`config.mk`:
```
export PLATFORM = sky130hd
export DESIGN_NAME = mc_controller
export DESIGN_NICKNAME = d
export VERILOG_FILES = /design/src/rtl/mc_controller.sv
export SDC_FILE = /design/constraint.sdc
export NUM_CORES = 1
export LEC_CHECK = 0
export CORE_MARGIN = 1.5
export CORE_UTILIZATION = 29
export CTS_CLUSTER_DIAMETER = 60
export DETAILED_ROUTE_END_ITERATION = 8
export PLACE_DENSITY_LB_ADDON = 0.3
export SLEW_MARGIN = 40
export SYNTH_ARGS = -nofsm -noshare
export SYNTH_HDL_FRONTEND = slang
export SYNTH_SLANG_ARGS = --single-unit
```
`constraint.sdc`:
```
create_clock -name clk -period 1.9 [get_ports clk]
set_clock_uncertainty 0.05 [all_clocks]
set_input_delay 0.38 -clock clk [delete_from_list [all_inputs] [get_ports clk]]
set_output_delay 0.38 -clock clk [all_outputs]
set_load 0.05 [all_outputs]
```
`src/rtl/mc_controller.sv`:
```
// Multi-cycle controller for the accumulator CPU: fetch, decode, operand
// access and execute, with memory wait states, a wait-state watchdog,
// illegal-opcode trapping and a resumable HALT.
//
// state     | meaning
// ----------+------------------------------------------------------------
// IF_ADDR   | present PC to memory, all strobes idle
// IF_MEM    | instruction read, wait for mem_ready
// DECODE    | load IR, bump PC, latch opcode into ir_op
// OP_MEM    | operand read (or store write for STO), wait for mem_ready
// EXEC      | one-cycle ALU / load / jump / skip
// HALT      | stopped; resume restarts unless an error flag is latched
module mc_controller #(
  parameter int OPCODE_W     = 3,
  parameter int ALU_OP_W     = 2,
  parameter int WAIT_TIMEOUT = 15
) (
  input  logic                clk,
  input  logic                rst,
  input  logic [OPCODE_W-1:0] opcode,
  input  logic                zero,
  input  logic                mem_ready,
  input  logic                resume,
  output logic                irLoad,
  output logic                pcInc,
  output logic                memRead,
  output logic                memWrite,
  output logic                ACCwrite,
  output logic                ALUToACC,
  output logic [ALU_OP_W-1:0] ALU_OP,
  output logic                jump,
  output logic                skip,
  output logic                Halt,
  output logic                bus_err,
  output logic                illegal
);

  localparam int CNT_W = (WAIT_TIMEOUT > 0) ? $clog2(WAIT_TIMEOUT + 1) : 1;

  localparam logic [2:0] OP_HLT = 3'd0;
  localparam logic [2:0] OP_SKZ = 3'd1;
  localparam logic [2:0] OP_ADD = 3'd2;
  localparam logic [2:0] OP_AND = 3'd3;
  localparam logic [2:0] OP_XOR = 3'd4;
  localparam logic [2:0] OP_LDA = 3'd5;
  localparam logic [2:0] OP_STO = 3'd6;
  localparam logic [2:0] OP_JMP = 3'd7;

  typedef enum logic [2:0] {
    S_IF_ADDR, S_IF_MEM, S_DECODE, S_OP_MEM, S_EXEC, S_HALT
  } state_t;

  state_t           state, state_n;
  logic [2:0]       ir_op;
  logic [CNT_W-1:0] wait_cnt;
  logic             op_illegal;
  logic             wd_expire;
  logic             set_bus_err;
  logic             set_illegal;
  logic             waiting;
  logic             entering_wait;

  // Any set bit above the 3-bit base opcode marks the instruction illegal.
  generate
    if (OPCODE_W > 3) begin : g_wide_op
      assign op_illegal = |opcode[OPCODE_W-1:3];
    end else begin : g_narrow_op
      assign op_illegal = 1'b0;
    end
  endgenerate

  // A timeout of zero disables the watchdog entirely.
  assign wd_expire = (WAIT_TIMEOUT != 0) && (wait_cnt == CNT_W'(WAIT_TIMEOUT)) && !mem_ready;

  assign waiting       = (state == S_IF_MEM) || (state == S_OP_MEM);
  assign entering_wait = !waiting && ((state_n == S_IF_MEM) || (state_n == S_OP_MEM));

  // State register, latched opcode, wait counter and sticky error flags.
  always_ff @(posedge clk) begin
    if (rst) begin
      state    <= S_IF_ADDR;
      ir_op    <= '0;
      wait_cnt <= '0;
      bus_err  <= 1'b0;
      illegal  <= 1'b0;
    end else begin
      state <= state_n;
      if (state == S_DECODE) ir_op <= opcode[2:0];
      if (set_bus_err) bus_err <= 1'b1;
      if (set_illegal) illegal <= 1'b1;
      if (entering_wait) wait_cnt <= '0;
      else if (waiting && !mem_ready) wait_cnt <= wait_cnt + 1'b1;
    end
  end

  // Next-state logic and Moore outputs; skip alone follows zero in EXEC.
  always_comb begin
    state_n     = state;
    set_bus_err = 1'b0;
    set_illegal = 1'b0;
    irLoad      = 1'b0;
    pcInc       = 1'b0;
    memRead     = 1'b0;
    memWrite    = 1'b0;
    ACCwrite    = 1'b0;
    ALUToACC    = 1'b0;
    ALU_OP      = '0;
    jump        = 1'b0;
    skip        = 1'b0;
    Halt        = 1'b0;
    case (state)
      S_IF_ADDR: state_n = S_IF_MEM;
      S_IF_MEM: begin
        memRead = 1'b1;
        if (mem_ready) state_n = S_DECODE;
        else if (wd_expire) begin
          state_n     = S_HALT;
          set_bus_err = 1'b1;
        end
      end
      S_DECODE: begin
        irLoad = 1'b1;
        pcInc  = 1'b1;
        if (op_illegal) begin
          state_n     = S_HALT;
          set_illegal = 1'b1;
        end else begin
          case (opcode[2:0])
            OP_HLT:         state_n = S_HALT;
            OP_SKZ, OP_JMP: state_n = S_EXEC;
            default:        state_n = S_OP_MEM;
          endcase
        end
      end
      S_OP_MEM: begin
        if (ir_op == OP_STO) memWrite = 1'b1;
        else                 memRead  = 1'b1;
        if (mem_ready) state_n = (ir_op == OP_STO) ? S_IF_ADDR : S_EXEC;
        else if (wd_expire) begin
          state_n     = S_HALT;
          set_bus_err = 1'b1;
        end
      end
      S_EXEC: begin
        state_n = S_IF_ADDR;
        case (ir_op)
          OP_ADD: begin
            ACCwrite = 1'b1;
            ALUToACC = 1'b1;
          end
          OP_AND: begin
            ACCwrite    = 1'b1;
            ALUToACC    = 1'b1;
            ALU_OP[1:0] = 2'b01;
          end
          OP_XOR: begin
            ACCwrite    = 1'b1;
            ALUToACC    = 1'b1;
            ALU_OP[1:0] = 2'b10;
          end
          OP_LDA:  ACCwrite = 1'b1;
          OP_JMP:  jump     = 1'b1;
          OP_SKZ:  skip     = zero;
          default: ;
        endcase
      end
      S_HALT: begin
        Halt = 1'b1;
        if (resume && !bus_err && !illegal) state_n = S_IF_ADDR;
      end
      default: state_n = S_IF_ADDR;
    endcase
  end

endmodule

```
==> flow_summary.toml <==
[status]
status = "finished with violations"
violations = "negative setup slack"

[logic_synthesis]
synth_xor_area_share_pct = 5.00
synth_top_area_cell = "dfxtp_1"
synth_ff_type = "dfxtp_1"
synth-edff-count = 0
yosysSeqAreaShare_pct = 31.4
post_synth.cell_area_avg_sq_um = 8.05
synth_nets = 96
synthSimpleGateAreaFrac_pct = 31.2
synth-async-reset-ratio_pct = 0
synth-compound-area-share_pct = 21.3
synthMuxAreaShare_pct = 2.86
synthAdderAreaFrac_pct = 1.79
synth_seq_cells = 11
yosys_warnings = 0
synth_top_family_by_area = "simple AND/OR/NAND/NOR gates"
post-synth-top-count-cell = "a21oi_1"
syn_inst = 87
yosys-top-cells-area = "dfxtp_1, a21oi_1, nand2_1, nor2_1, buf_4"
synth_area_sq_um = 701
synth_top_cells_by_count = "a21oi_1, nand2_1, dfxtp_1, nor2_1, buf_4"
ys_types = 32
synth_top_area_share_pct = 31.4

[worst_hold_path]
hold_end = "ir_op[1]"
min-delay-start = "ir_op[1]"
hold_depth = 2
min_path_type = "reg -> reg"

[placed_design]
port_buffers = 19
globalplace.congestion = 0.829
place_area_sq_um = 1080
dp.cells = 138
dpl.hpwl_um = 1440

[routing]
routed_wl_um = 1820
first_pass_iters = 3
remaining_drc_errors = 0
via_per_inst = 4.86
drtIter0Drc = 12
vias = 690
ant_nets = 0
wl_per_cell_um = 12.8

[grt]
grt_max_degree = 10
grt_pass1_wl_um = 2990
grt.overflow.total = 0
antenna_found_initial = 0
use_met1_pct = 18.9
grt_use_total_pct = 15.3
met3_usage_pct = 3.16
grt_pass1_vias = 661
met2_usage_pct = 25.1
grt_busiest_layer = "met2"

[setup_path]
crit_path_end_kind = "primary output"
criticalPathCategory = "reg -> out"
startpoint_type = "register"
cp.arrival_ns = 1.63
r2r-end = "wait_cnt[2]"
r2r_setup_slack_ns = 0.30
r2r_start = "state[0]"
critPathMaxFanout = 3
cp.required_ns = 1.47
r2r_cells = 7

[die]
initial_core_util_pct = 31.1
core-area_sq_um = 2250
dieHeight_um = 52.2
dieArea_sq_um = 2720
die_x_um = 52.2
fp-row-count = 17
ios = 21

[clocking]
cts_buffer_depth = 2
cts_buffers = 3
ctsHoldBuffers = 0
cts_tree = "built"
cts_sinks = 11
cts_max_level = 1
clk_pin_slew_ns = 0.07
clk_latency_ns = 0.27
cts.root.buffer_cell = "clkbuf_4"

[cells_and_area]
final_cells = 142
final_util_pct = 50.9
fin_area_sq_um = 1150
layout-drive-gt1-share_pct = 36.0
n_antenna_cell = 0
fillers = 235
nNetsFinal = 124
syn_to_final_growth_pct = 63.9

[power]
power_density_nw_per_um2 = 515
p_leak_nw = 0.440
vdd.ir_drop.worst_v = 0.000393
power.total_uw = 591

[timing]
rsz0062_at_grt = "yes"
finalHoldViolations = 0
final_max_slew_viol_count = 0
finalSetupViolCount = 4
timing.setup.tns_ns = -0.290
setup_ws_ns = -0.161
period_minus_slack_ns = 2.06
min_period_over_period_pct = 108
max_freq_mhz = 485

[job]
cap_violations = 0
## sequential cells by signal, summed over array words and instances, names as in the netlist
| signal | count |
|---|---|
| bus_err | 1 |
| wait_cnt | 4 |
| ir_op | 3 |
| state | 3 |
## logic make-up after synthesis
kind of cell	after synthesis
buf+inv	7
simple gates	37
xor+xnor	4
flops	11
compound gates	24
fa+ha+maj	1
mux	2
other cells	1
## area by class of cell
class                           instances  area (sq um)  area share [%]
Multi-Input combinational cell         69           494            43.0
Clock buffer                            4          26.3            2.29
Tap cell                               28          35.0            3.05
Sequential cell                        11           224            19.5
Timing Repair Buffer                   27           358            31.2
Inverter                                3          11.3           0.980
## through the flow
stage / setup WS (ns) / hold WS, ns
CTS: -0.184 / 0.451
finish: -0.161 / 0.462
floorplan: -0.212 / 0.397
detailed placement: -0.00911 / 0.428
global route: -0.218 / 0.492
global placement: 0.0594 / 0.411
## where the power goes
part / switching, mW / leakage [nW] / internal [mW]
Sequential: 0.00820 / 0.0906 / 0.241
Combinational: 0.0944 / 0.334 / 0.0844
Clock: 0.0823 / 0.0150 / 0.0814
Total: 0.185 / 0.440 / 0.406
## cell usage in the layout, fill, tap and decap left out, drive strengths merged
cell type | synthesis | layout
nand4 | 1 | 1
and4 | 1 | 1
ha | 1 | 1
nand2 | 12 | 12
and3 | 1 | 1
mux2i | 2 | 2
a311oi | 1 | 1
buf | 4 | 20
a21oi | 14 | 14
xnor2 | 2 | 2
o31a | 1 | 1
o21a | 2 | 2
nor2 | 9 | 9
conb | 1 | 1
or2b | 2 | 2
nand2b | 2 | 2
a31oi | 1 | 1
xor2 | 2 | 2
nor4b | 1 | 1
or3b | 2 | 2
clkdlybuf4s50 | 0 | 7
and3b | 2 | 2
dfxtp | 11 | 11
o21ai | 2 | 2
inv | 3 | 3
o31ai | 1 | 1
a21o | 1 | 1
o32a | 1 | 1
nor3b | 1 | 1
clkbuf | 0 | 4
nor3 | 3 | 3
## timing repair
action | in CTS | in global routing
setup endpoints to repair | 6 | 8
resized for setup | 5 | 9
pin swaps | 2 | 2
buffers inserted | 0 | 0
## worst max path at each step
| stage | to | start | slack, ns |
|---|---|---|---|
| after global routing | skip | state[1] | -0.22 |
| after floorplan | ALU_OP[0] | state[2] | -0.21 |
| after global placement | wait_cnt[0] | opcode[2] | 0.06 |
| final | skip | state[1] | -0.16 |
| after CTS | skip | state[0] | -0.18 |
| after detailed placement | wait_cnt[2] | opcode[2] | -0.009 |
## layer usage
metal  vias to the layer above  share of wire, %
met4                         0              0.88
li1                        356                 -
met2                        14                53
met1                       318                42
met3                         2               3.5
met5                         -                 0
## critical path: stages (launching register included)
cell and delay [ns]:
dfxtp_2 0.33, or3b_4 0.40, inv_2 0.08, nand2_4 0.06, nor4b_4 0.31, buf_12 0.18
No activity file was read; power rests on OpenSTA's default activity.
==> RTL edit, RTL diff (config.mk and constraints unchanged) <==
The 6 states of `state_t` get a one-hot encoding in 6 bits.
--- a/src/rtl/mc_controller.sv
+++ b/src/rtl/mc_controller.sv
@@ -48,4 +48,4 @@
 
-  typedef enum logic [2:0] {
-    S_IF_ADDR, S_IF_MEM, S_DECODE, S_OP_MEM, S_EXEC, S_HALT
+  typedef enum logic [5:0] {
+    S_IF_ADDR = 6'b000001, S_IF_MEM = 6'b000010, S_DECODE = 6'b000100, S_OP_MEM = 6'b001000, S_EXEC = 6'b010000, S_HALT = 6'b100000
   } state_t;
Function: same outputs for any inputs over 10 cycles, from zero or initial values and one cycle with rst high; not proved beyond that.
==> RTL edit against the unedited design <==
  * The flow still finishes with violations (setup timing)
  * Worst setup slack worse by 520 ps
  * Sequential cell count increased by 3
  * Cell area increased by 62%
  * First-iteration DRC count rose to 3.8 times the old value
  * Global-route usage is 1.9 points higher
  * Synthesized area up 42%
  * Register-to-register slack worse by 410 ps
  * Wire length grew 66%
  * Power rose by 43%
  * Sequential power grew 24%
==> RTL edit: results (changes against the unedited design) <==
.. list-table::
   :header-rows: 1

   * - Metric
     - Value
   * - Setup TNS
     - -5130 ps (-4840 ps)
   * - Resized Gates After CTS
     - 30 (+25)
   * - Layout multi-input combinational cell count
     - 89 (+29%)
   * - Met2 wire length
     - 1640 um (+70%)
   * - Status
     - finished with violations
   * - Std-Cell Core Area
     - 3310 um2 (+47%)
   * - Maximum number of pins on one net before global-route repair
     - 11 (+1)
   * - Via count of the first global-routing pass
     - 1036 (+57%)
   * - Largest regs
     - state (6), wait_cnt (4), ir_op (3)
   * - Number of search-and-repair iterations in the first detailed-routing pass
     - 4 (+1)
   * - Clock Sink Count
     - 14 (+3)
   * - Finished Layout Cells
     - 217 (+53%)
   * - All-layer global routing usage
     - 17.1% (+1.9 points)
   * - Setup ws final
     - -681 ps (-520 ps)
   * - Distinct cell type count of the synthesized netlist
     - 46 (+44%)
   * - Final setup violation count
     - 17 (+13)
   * - DPL Wire Length
     - 2160 um (+50%)
   * - Clock insertion delay at the later pin of the skew report
     - 290 ps (+20 ps)
   * - Routed wire length on met3
     - 81 um (+29%)
   * - RR Endpoint
     - wait_cnt[3]$_SDFFE_PP0P_
   * - Met1 routed wirelength after detailed routing
     - 1260 um (+63%)
   * - Part of the Yosys area used for sequential elements
     - 28.2% (-3.2 points)
   * - Hold slack
     - 477 ps (+14.1 ps)
   * - Finished Core Util
     - 56.3% (+5.3 points)
   * - Violations in the final reports
     - setup timing
   * - Source of the worst hold timing path
     - bus_err$_SDFFE_PP0P_
   * - Avg Inst Size Synth
     - 8.79 um2 (+9.2%)
   * - Layout clock area frac
     - 1.95% (-0.34 points)
   * - Global-route wire length before repair
     - 4730 um (+58%)
   * - Buffer share of cell area
     - 35.7% (+4.6 points)
   * - Adder-cell share of the synthesized area
     - 1.26% (-0.53 points)
   * - Slowest cell on crit path
     - sky130_fd_sc_hd__or4_4
   * - Synth Area in Compound Gates
     - 14.5% (-6.8 points)
   * - Final routed wirelength across all metal layers
     - 3030 um (+66%)
   * - Static power due to leakage
     - 0.696 nW (+58%)
   * - Via density per instance
     - 4.91 (+1.1%)
[RTL edit: cell count changes after synthesis, moves of 3 or more]
cell	delta
sky130_fd_sc_hd__nor4_1	+3
sky130_fd_sc_hd__nor2_1	+7
sky130_fd_sc_hd__dfxtp_1	+3
sky130_fd_sc_hd__nor3_2	+3
sky130_fd_sc_hd__nor4b_1	+3
sky130_fd_sc_hd__a21oi_1	-4
[RTL edit: report_power, final]
part / total, mW / internal, mW / switching [mW] / leakage, nW
Clock: 0.222 / 0.117 / 0.105 / 0.0210
Sequential: 0.308 / 0.302 / 0.00588 / 0.115
Combinational: 0.316 / 0.158 / 0.158 / 0.560
Total: 0.846 / 0.577 / 0.269 / 0.696
[RTL edit: cells by family after synthesis]
group,after synthesis
multiplexers,1
other,1
adder cells (fa/ha/maj),1
AO/OA/AOI/OAI,19
flip-flops,14
XOR/XNOR,6
buffers and inverters,10
AND/OR/NAND/NOR,61
